`src/rtl/codec_avalon_slave_v2_if.sv`:
```
// Avalon-MM slave bus bundle for the codec register block.
// The master modport is the bus-master view, the slave modport is the view taken by the design.
interface codec_avalon_slave_v2_if;
   logic        slave_chipselect;
   logic        slave_read;
   logic        slave_write;
   logic [2:0]  slave_address;
   logic [31:0] slave_writedata;
   logic [31:0] slave_readdata;
   logic        slave_waitrequest;
   logic        slave_beginbursttransfer;
   logic [7:0]  slave_burstcount;
   logic        slave_irq;

   modport master (
      output slave_chipselect, slave_read, slave_write, slave_address,
             slave_writedata, slave_beginbursttransfer, slave_burstcount,
      input  slave_readdata, slave_waitrequest, slave_irq
   );

   modport slave (
      input  slave_chipselect, slave_read, slave_write, slave_address,
             slave_writedata, slave_beginbursttransfer, slave_burstcount,
      output slave_readdata, slave_waitrequest, slave_irq
   );
endinterface

```
`src/rtl/codec_avalon_slave_v2.sv`:
```
// Avalon-MM register slave for an audio codec: I2C command launch, DAC/ADC FIFO data ports,
// threshold/edge interrupts and burst tracking.
module codec_avalon_slave_v2 #(
   parameter int unsigned DATA_W = 32,
   parameter int unsigned I2C_W  = 24,
   parameter int unsigned LVL_W  = 8
) (
   input  logic                    Clk,
   input  logic                    Rst_n,
   codec_avalon_slave_v2_if.slave  avs,
   input  logic                    i2c_idle,
   output logic [I2C_W-1:0]        i2c_packet,
   output logic                    wr_i2c,
   input  logic                    adc_fifo_empty,
   input  logic [LVL_W-1:0]        adc_fifo_level,
   input  logic [DATA_W-1:0]       adc_fifo_out,
   output logic                    rd_adc_fifo,
   input  logic                    dac_fifo_full,
   input  logic [LVL_W-1:0]        dac_fifo_level,
   output logic [DATA_W-1:0]       dac_fifo_in,
   output logic                    wr_dac_fifo
);

   typedef enum logic [1:0] {
      IDLE   = 2'd0,
      RBURST = 2'd1,
      WBURST = 2'd2
   } state_t;

   localparam logic [2:0] A_I2C   = 3'd0;
   localparam logic [2:0] A_STAT  = 3'd1;
   localparam logic [2:0] A_DAC   = 3'd2;
   localparam logic [2:0] A_ADC   = 3'd3;
   localparam logic [2:0] A_MASK  = 3'd4;
   localparam logic [2:0] A_PEND  = 3'd5;
   localparam logic [2:0] A_THR   = 3'd6;
   localparam logic [2:0] A_BURST = 3'd7;
   localparam logic [LVL_W-1:0] LVL_MAX = '1;

   logic [31:0]       r_i2c_cmd;
   logic [DATA_W-1:0] r_dac_in;
   logic              r_wr_dac;
   logic [3:0]        r_mask;
   logic [3:0]        r_pend;
   logic [LVL_W-1:0]  r_adc_thr;
   logic [LVL_W-1:0]  r_dac_thr;
   logic [7:0]        r_remaining;
   state_t            r_state;
   logic              r_prev_adc;
   logic              r_prev_dac;
   logic              r_prev_idle;
   logic              r_irq;

   logic              w_rd;
   logic              w_wr;
   logic              w_wait;
   logic              w_acc_rd;
   logic              w_acc_wr;
   logic              w_beat;
   logic [7:0]        w_rem_load;
   logic              w_burst_done;
   logic [3:0]        w_set;
   logic [3:0]        w_w1c;
   logic [31:0]       w_rdata;
   logic [15:0]       w_adc_lvl16;
   logic [11:0]       w_dac_lvl12;
   logic [15:0]       w_adc_thr16;
   logic [15:0]       w_dac_thr16;

   // Simultaneous read and write is a no-op beat: neither qualifier is seen.
   assign w_rd = avs.slave_chipselect & avs.slave_read & ~avs.slave_write;
   assign w_wr = avs.slave_chipselect & avs.slave_write & ~avs.slave_read;

   always_comb begin
      w_wait = 1'b0;
      if (w_wr) begin
         if (r_state == RBURST)
            w_wait = 1'b1;
         else if (avs.slave_address == A_I2C && !i2c_idle)
            w_wait = 1'b1;
         else if (avs.slave_address == A_DAC &&
                  (dac_fifo_full || (r_wr_dac && dac_fifo_level == LVL_MAX)))
            w_wait = 1'b1;
      end else if (w_rd) begin
         if (r_state == WBURST)
            w_wait = 1'b1;
         else if (avs.slave_address == A_ADC && adc_fifo_empty)
            w_wait = 1'b1;
      end
   end

   assign w_acc_rd     = w_rd & ~w_wait;
   assign w_acc_wr     = w_wr & ~w_wait;
   assign w_beat       = w_acc_rd | w_acc_wr;
   assign w_rem_load   = (avs.slave_burstcount == 8'd0) ? 8'd0 : avs.slave_burstcount - 8'd1;
   assign w_burst_done = (r_state != IDLE) && w_beat && (r_remaining == 8'd1);

   assign w_set = {w_burst_done,
                   i2c_idle & ~r_prev_idle,
                   (dac_fifo_level <= r_dac_thr) & ~r_prev_dac,
                   (adc_fifo_level >= r_adc_thr) & ~r_prev_adc};
   assign w_w1c = (w_acc_wr && avs.slave_address == A_PEND) ? avs.slave_writedata[3:0] : 4'd0;

   // Zero-latency strobes are gated by reset so they stay quiet while Rst_n is low.
   assign wr_i2c      = Rst_n & w_acc_wr & (avs.slave_address == A_I2C);
   assign rd_adc_fifo = Rst_n & w_acc_rd & (avs.slave_address == A_ADC);
   // Bypass the register so the packet is valid in the same cycle as the strobe.
   assign i2c_packet  = wr_i2c ? avs.slave_writedata[I2C_W-1:0] : r_i2c_cmd[I2C_W-1:0];

   assign w_adc_lvl16 = 16'(adc_fifo_level);
   assign w_dac_lvl12 = 12'(dac_fifo_level);
   assign w_adc_thr16 = 16'(r_adc_thr);
   assign w_dac_thr16 = 16'(r_dac_thr);

   always_comb begin
      w_rdata = '0;
      if (w_acc_rd) begin
         case (avs.slave_address)
            A_I2C:   w_rdata = r_i2c_cmd;
            A_STAT:  w_rdata = {w_adc_lvl16, w_dac_lvl12, adc_fifo_empty, 1'b0,
                                dac_fifo_full, i2c_idle};
            A_ADC:   w_rdata = 32'(adc_fifo_out);
            A_MASK:  w_rdata = {28'd0, r_mask};
            A_PEND:  w_rdata = {28'd0, r_pend};
            A_THR:   w_rdata = {w_dac_thr16, w_adc_thr16};
            A_BURST: w_rdata = {22'd0, 2'(r_state), r_remaining};
            default: w_rdata = '0;
         endcase
      end
   end

   always_ff @(posedge Clk or negedge Rst_n) begin
      if (!Rst_n) begin
         r_i2c_cmd   <= '0;
         r_dac_in    <= '0;
         r_wr_dac    <= 1'b0;
         r_mask      <= '0;
         r_pend      <= '0;
         r_adc_thr   <= '0;
         r_dac_thr   <= '0;
         r_remaining <= '0;
         r_state     <= IDLE;
         r_prev_adc  <= 1'b0;
         r_prev_dac  <= 1'b0;
         r_prev_idle <= 1'b1;
         r_irq       <= 1'b0;
      end else begin
         if (w_acc_wr) begin
            case (avs.slave_address)
               A_I2C:  r_i2c_cmd <= avs.slave_writedata;
               A_MASK: r_mask    <= avs.slave_writedata[3:0];
               A_THR: begin
                  r_adc_thr <= avs.slave_writedata[LVL_W-1:0];
                  r_dac_thr <= avs.slave_writedata[16+LVL_W-1:16];
               end
               default: ;
            endcase
         end
         r_wr_dac <= w_acc_wr && (avs.slave_address == A_DAC);
         if (w_acc_wr && avs.slave_address == A_DAC)
            r_dac_in <= avs.slave_writedata[DATA_W-1:0];

         r_pend      <= (r_pend & ~w_w1c) | w_set;
         r_irq       <= |(r_pend & r_mask);
         r_prev_adc  <= adc_fifo_level >= r_adc_thr;
         r_prev_dac  <= dac_fifo_level <= r_dac_thr;
         r_prev_idle <= i2c_idle;

         // Opposite-direction beats are stalled by waitrequest, so any beat here matches.
         case (r_state)
            IDLE: begin
               if (w_beat && avs.slave_beginbursttransfer && w_rem_load != 8'd0) begin
                  r_remaining <= w_rem_load;
                  r_state     <= w_acc_rd ? RBURST : WBURST;
               end
            end
            RBURST, WBURST: begin
               if (w_beat) begin
                  r_remaining <= r_remaining - 8'd1;
                  if (r_remaining == 8'd1)
                     r_state <= IDLE;
               end
            end
            default: r_state <= IDLE;
         endcase
      end
   end

   assign avs.slave_waitrequest = w_wait;
   assign avs.slave_readdata    = w_rdata;
   assign avs.slave_irq         = r_irq;
   assign wr_dac_fifo           = r_wr_dac;
   assign dac_fifo_in           = r_dac_in;

endmodule

```
`src/flat_wrapper.sv`:
```
// flat-port wrapper written by rule: the top's interface ports become plain ports
module codec_avalon_slave_v2_flat 
#(
   parameter int unsigned DATA_W = 32,
   parameter int unsigned I2C_W  = 24,
   parameter int unsigned LVL_W  = 8
)
  (Clk, Rst_n, i2c_idle, i2c_packet, wr_i2c, adc_fifo_empty, adc_fifo_level, adc_fifo_out, rd_adc_fifo, dac_fifo_full, dac_fifo_level, dac_fifo_in, wr_dac_fifo, avs_slave_chipselect, avs_slave_read, avs_slave_write, avs_slave_address, avs_slave_writedata, avs_slave_beginbursttransfer, avs_slave_burstcount, avs_slave_readdata, avs_slave_waitrequest, avs_slave_irq);
  codec_avalon_slave_v2_if avs_i ();
  input  logic Clk;
  input  logic Rst_n;
  input  logic i2c_idle;
  output logic [I2C_W-1:0] i2c_packet;
  output logic wr_i2c;
  input  logic adc_fifo_empty;
  input  logic [LVL_W-1:0] adc_fifo_level;
  input  logic [DATA_W-1:0] adc_fifo_out;
  output logic rd_adc_fifo;
  input  logic dac_fifo_full;
  input  logic [LVL_W-1:0] dac_fifo_level;
  output logic [DATA_W-1:0] dac_fifo_in;
  output logic wr_dac_fifo;
  input wire logic [$bits(avs_i.slave_chipselect)-1:0] avs_slave_chipselect;
  input wire logic [$bits(avs_i.slave_read)-1:0] avs_slave_read;
  input wire logic [$bits(avs_i.slave_write)-1:0] avs_slave_write;
  input wire logic [$bits(avs_i.slave_address)-1:0] avs_slave_address;
  input wire logic [$bits(avs_i.slave_writedata)-1:0] avs_slave_writedata;
  input wire logic [$bits(avs_i.slave_beginbursttransfer)-1:0] avs_slave_beginbursttransfer;
  input wire logic [$bits(avs_i.slave_burstcount)-1:0] avs_slave_burstcount;
  output wire logic [$bits(avs_i.slave_readdata)-1:0] avs_slave_readdata;
  output wire logic [$bits(avs_i.slave_waitrequest)-1:0] avs_slave_waitrequest;
  output wire logic [$bits(avs_i.slave_irq)-1:0] avs_slave_irq;
  assign avs_i.slave_chipselect = avs_slave_chipselect;
  assign avs_i.slave_read = avs_slave_read;
  assign avs_i.slave_write = avs_slave_write;
  assign avs_i.slave_address = avs_slave_address;
  assign avs_i.slave_writedata = avs_slave_writedata;
  assign avs_i.slave_beginbursttransfer = avs_slave_beginbursttransfer;
  assign avs_i.slave_burstcount = avs_slave_burstcount;
  assign avs_slave_readdata = avs_i.slave_readdata;
  assign avs_slave_waitrequest = avs_i.slave_waitrequest;
  assign avs_slave_irq = avs_i.slave_irq;
  codec_avalon_slave_v2 #(.DATA_W(DATA_W), .I2C_W(I2C_W), .LVL_W(LVL_W)) u_core (.Clk(Clk), .Rst_n(Rst_n), .avs(avs_i), .i2c_idle(i2c_idle), .i2c_packet(i2c_packet), .wr_i2c(wr_i2c), .adc_fifo_empty(adc_fifo_empty), .adc_fifo_level(adc_fifo_level), .adc_fifo_out(adc_fifo_out), .rd_adc_fifo(rd_adc_fifo), .dac_fifo_full(dac_fifo_full), .dac_fifo_level(dac_fifo_level), .dac_fifo_in(dac_fifo_in), .wr_dac_fifo(wr_dac_fifo));
endmodule
```
`config.mk`:
```
export PLATFORM = sky130hd
export DESIGN_NAME = codec_avalon_slave_v2_flat
export DESIGN_NICKNAME = d
export VERILOG_FILES = /design/src/rtl/codec_avalon_slave_v2_if.sv /design/src/rtl/codec_avalon_slave_v2.sv /design/src/flat_wrapper.sv
export SDC_FILE = /design/constraint.sdc
export NUM_CORES = 1
export LEC_CHECK = 0
export CORE_MARGIN = 2
export CORE_UTILIZATION = 35
export CTS_CLUSTER_SIZE = 16
export DETAILED_ROUTE_END_ITERATION = 8
export PLACE_DENSITY = 0.65
export SYNTH_ARGS = -nofsm -noshare
export SYNTH_HDL_FRONTEND = slang
export SYNTH_SLANG_ARGS = --single-unit
export TNS_END_PERCENT = 30
```
`constraint.sdc`:
```
create_clock -name Clk -period 2.1 [get_ports Clk]
set_input_delay 0.21 -clock Clk [delete_from_list [all_inputs] [get_ports Clk]]
set_output_delay 0.21 -clock Clk [all_outputs]
set_load 0.1 [all_outputs]
```
==> flow_summary.ini <==
[logic_synthesis]
synth-xor-area-share = 0.00417
synth_adder_area_share = 0.0456
netlist.top_cell.by_area = dfrtp_1
yosys_warnings = 0
synthCells = 621
synth-seq-area-share = 0.409
ys_dominant_reg_cell = dfrtp_1
syn_area_per_cell_um2 = 10.2
synth_common_cells = 102 x dfrtp_1, 102 x mux2_2, 57 x nor2_1, 40 x nand2_1, 39 x o21ai_0
synth_nets = 744
synthMuxAreaShare = 0.201
yosys.area_share.simple = 0.132
syn_area_mm2 = 0.00631
ys_top_cells_by_area = dfrtp_1 40%, mux2_2 18%, ha_1 4.6%
ys_seq_elements = 103
synth_compound_area_frac = 0.164
synth_enable_flop_cells = 0
async_flop_share = 1.00
synth_top_family_by_area = multiplexers
ys_types = 69
synthDominantCellAreaShare = 0.405

[routing]
drt_iter0_drc = 450
vias_per_cell = 5.50
drc = 0
firstDrtPassIters = 5
totalWireLength_um = 23700
wl_per_cell_um = 20.6
ant_nets = 0
vias = 6331

[timing]
maxSlewViolCount = 0
worst_slew_pin_slew_ns = 1.05
max_slew_margin = 0.299
setup_viol = 92
fin_crit_sh = 1.15
finalCriticalPeriod_ns = 2.42
rsz0062_at_grt = true
setup_ws_ns = -0.322
finalHoldViolCount = 0
fmax_ghz = 0.413
clock-skew-final_ns = 0.00927

[place]
dp_cells = 1110
gp_congestion = 0.909
io_buffers = 192
dp_hpwl_um = 17400

[die]
ios = 193
die_y_um = 138
die_w_um = 138
die-area_mm2 = 0.0191
coreArea_mm2 = 0.0178
num_rows = 49
initial_core_util = 0.354

[setup_path]
path_class = reg2out
arrival_ns = 2.21
startpoint_type = register
worstPathCellList = ha_4, buf_6, nor4b_4, buf_6, buf_8, mux2_4, buf_12
critPathCaptureType = primary output
cp_num_buf_inv = 4
worstPathRequired_ns = 1.89
cpPeakStageDelay_ns = 0.42
path_max_fanout = 8
cp_slowest_cell = dfrtp_1
path_common_cell = buf_6
cp_top_family = buffers and inverters

[power]
power_density_mw_per_mm2 = 967
power.leakage_uw = 0.00478
peakVddDrop_mv = 0.655

[worst_hold_path]
hold_path.class = in2reg

[cts]
clockBufferDepth = 2
numCtsBuffers = 9
clk_pin_slew_ns = 0.07
htree_levels = 3
clockRootBuffer = clkbuf_16
clk_latency_ns = 0.36
cts_sinks = 103
cts_tree = built

[grt]
globalRouteOverflowTotal = 0
grt_max_degree = 77
grt_pass1_wl_um = 36800
grt_pass1_vias = 6598
use_met1 = 0.315
top_usage_layer = met2
grtUsageMet2 = 0.403
antenna_found_initial = 0
use_met3 = 0.0502
grt_usage = 0.244

[final_layout]
fin_nets = 1040
seq_area_mm2 = 0.00258
multiInputGateArea_mm2 = 0.00420
final_util = 0.618
syn_to_final_growth_pct = 74.9
drive_gt1_frac = 0.484
fillers = 1383
final_cell_count_no_fill = 1151
antenna-diode-count = 0

[status]
violations = setup timing
status = finished, violations left

[run]
maxCapViolations = 0
worst paths after layout:
kind,startpoint,end,slack (ns),cells after the start
min in group asynchronous,Rst_n,u_core.r_state[0],0.62,4
max reg2reg,u_core.r_state[0],u_core.r_remaining[4],-0.24,11
max,u_core.r_state[0],i2c_packet[5],-0.32,7
min,i2c_idle,u_core.r_prev_idle,0.22,2
min reg2reg,u_core.r_prev_adc,u_core.r_pend[0],0.45,1
max in group asynchronous,Rst_n,u_core.r_remaining[5],0.41,4
cells by family after synthesis:
kind of cell,count (synthesis)
adder cells (fa/ha/maj),23
AO/OA/AOI/OAI,146
AND/OR/NAND/NOR,169
XOR/XNOR,3
flip-flops,103
multiplexers,111
buffers and inverters,66
repair_timing:
item	CTS	global route
pin swaps	23	18
hold endpoints to repair	27	0
cloned	3	0
resized for setup	83	56
hold buffers	2	0
setup buffers	9	12
endpoints found under the setup margin	146	141
power by group:
part / leakage, µW / internal [µW] / switching (µW)
Clock: 0.000138 / 819 / 795
Combinational: 0.00337 / 2320 / 3780
Sequential: 0.00127 / 2500 / 452
cell usage in the layout, fill, tap and decap left out, types with 5 or more instances in the layout:
master	n
buf_12	69
dfrtp_1	101
o21a_1	5
nor2_1	28
dlygate4sd2_1	8
nand2b_1	6
nand2_1	32
ha_1	18
a21oi_1	19
mux2_2	79
inv_1	27
nand2_2	5
buf_6	14
o21ai_0	30
nor2_4	30
a21o_1	5
nand3_1	8
a22oi_1	29
and3_1	5
clkbuf_16	9
nor3_1	9
buf_4	136
mux2_4	24
clkdlybuf4s50_1	81
mux2i_1	6
flip-flops by register name (all words and copies together), names as in the netlist:
name	flops
u_core.avs.slave_irq	1
u_core.r_pend	4
u_core.r_dac_thr	8
u_core.r_remaining	8
u_core.r_state	2
u_core.r_prev_dac	1
u_core.r_prev_idle	1
u_core.wr_dac_fifo	1
u_core.r_adc_thr	8
u_core.r_prev_adc	1
u_core.dac_fifo_in	32
u_core.r_mask	4
u_core.r_i2c_cmd	32
layer usage:
layer	share of wire	wire length, µm	vias up
li1	-	-	2862
met1	0.42	9860	3151
met2	0.49	11500	266
met3	0.064	1510	52
met4	0.032	762	0
met5	0	0	-
layout make-up:
| class | count | share of cell area |
|---|---|---|
| Sequential cell | 103 | 0.234 |
| Timing Repair Buffer | 318 | 0.323 |
| Clock inverter | 7 | 0.00499 |
| Clock buffer | 9 | 0.0204 |
| Inverter | 31 | 0.0105 |
| Tap cell | 229 | 0.0260 |
| Multi-Input combinational cell | 454 | 0.381 |
worst reg2reg max path: stages, from the launching register on:
cell and delay, ns:
dfrtp_1 0.41, buf_4 0.14, inv_2 0.05, ha_4 0.17, a211oi_4 0.18, buf_4 0.14
buf_4 0.10, a21oi_4 0.05, buf_4 0.16, or4_1 0.50, a2bb2oi_1 0.15, o211ai_1 0.19
per-stage QoR:
step                instance area (µm²)  total power [µW]  TNS, ns  setup slack [ns]  hold slack (ns)
floorplan                          6760              6620    -6.15            -0.122          -0.0856
global placement                  10100              8570   -75.26            -0.667            0.288
detailed placement                10100              8670   -79.71            -0.728            0.293
CTS                               10700             10400   -17.01            -0.321            0.215
global route                      11000             11100   -18.41            -0.377            0.247
finish                            11000             10700   -13.60            -0.322            0.224
Note: power is estimated with default switching activity, not from simulation.
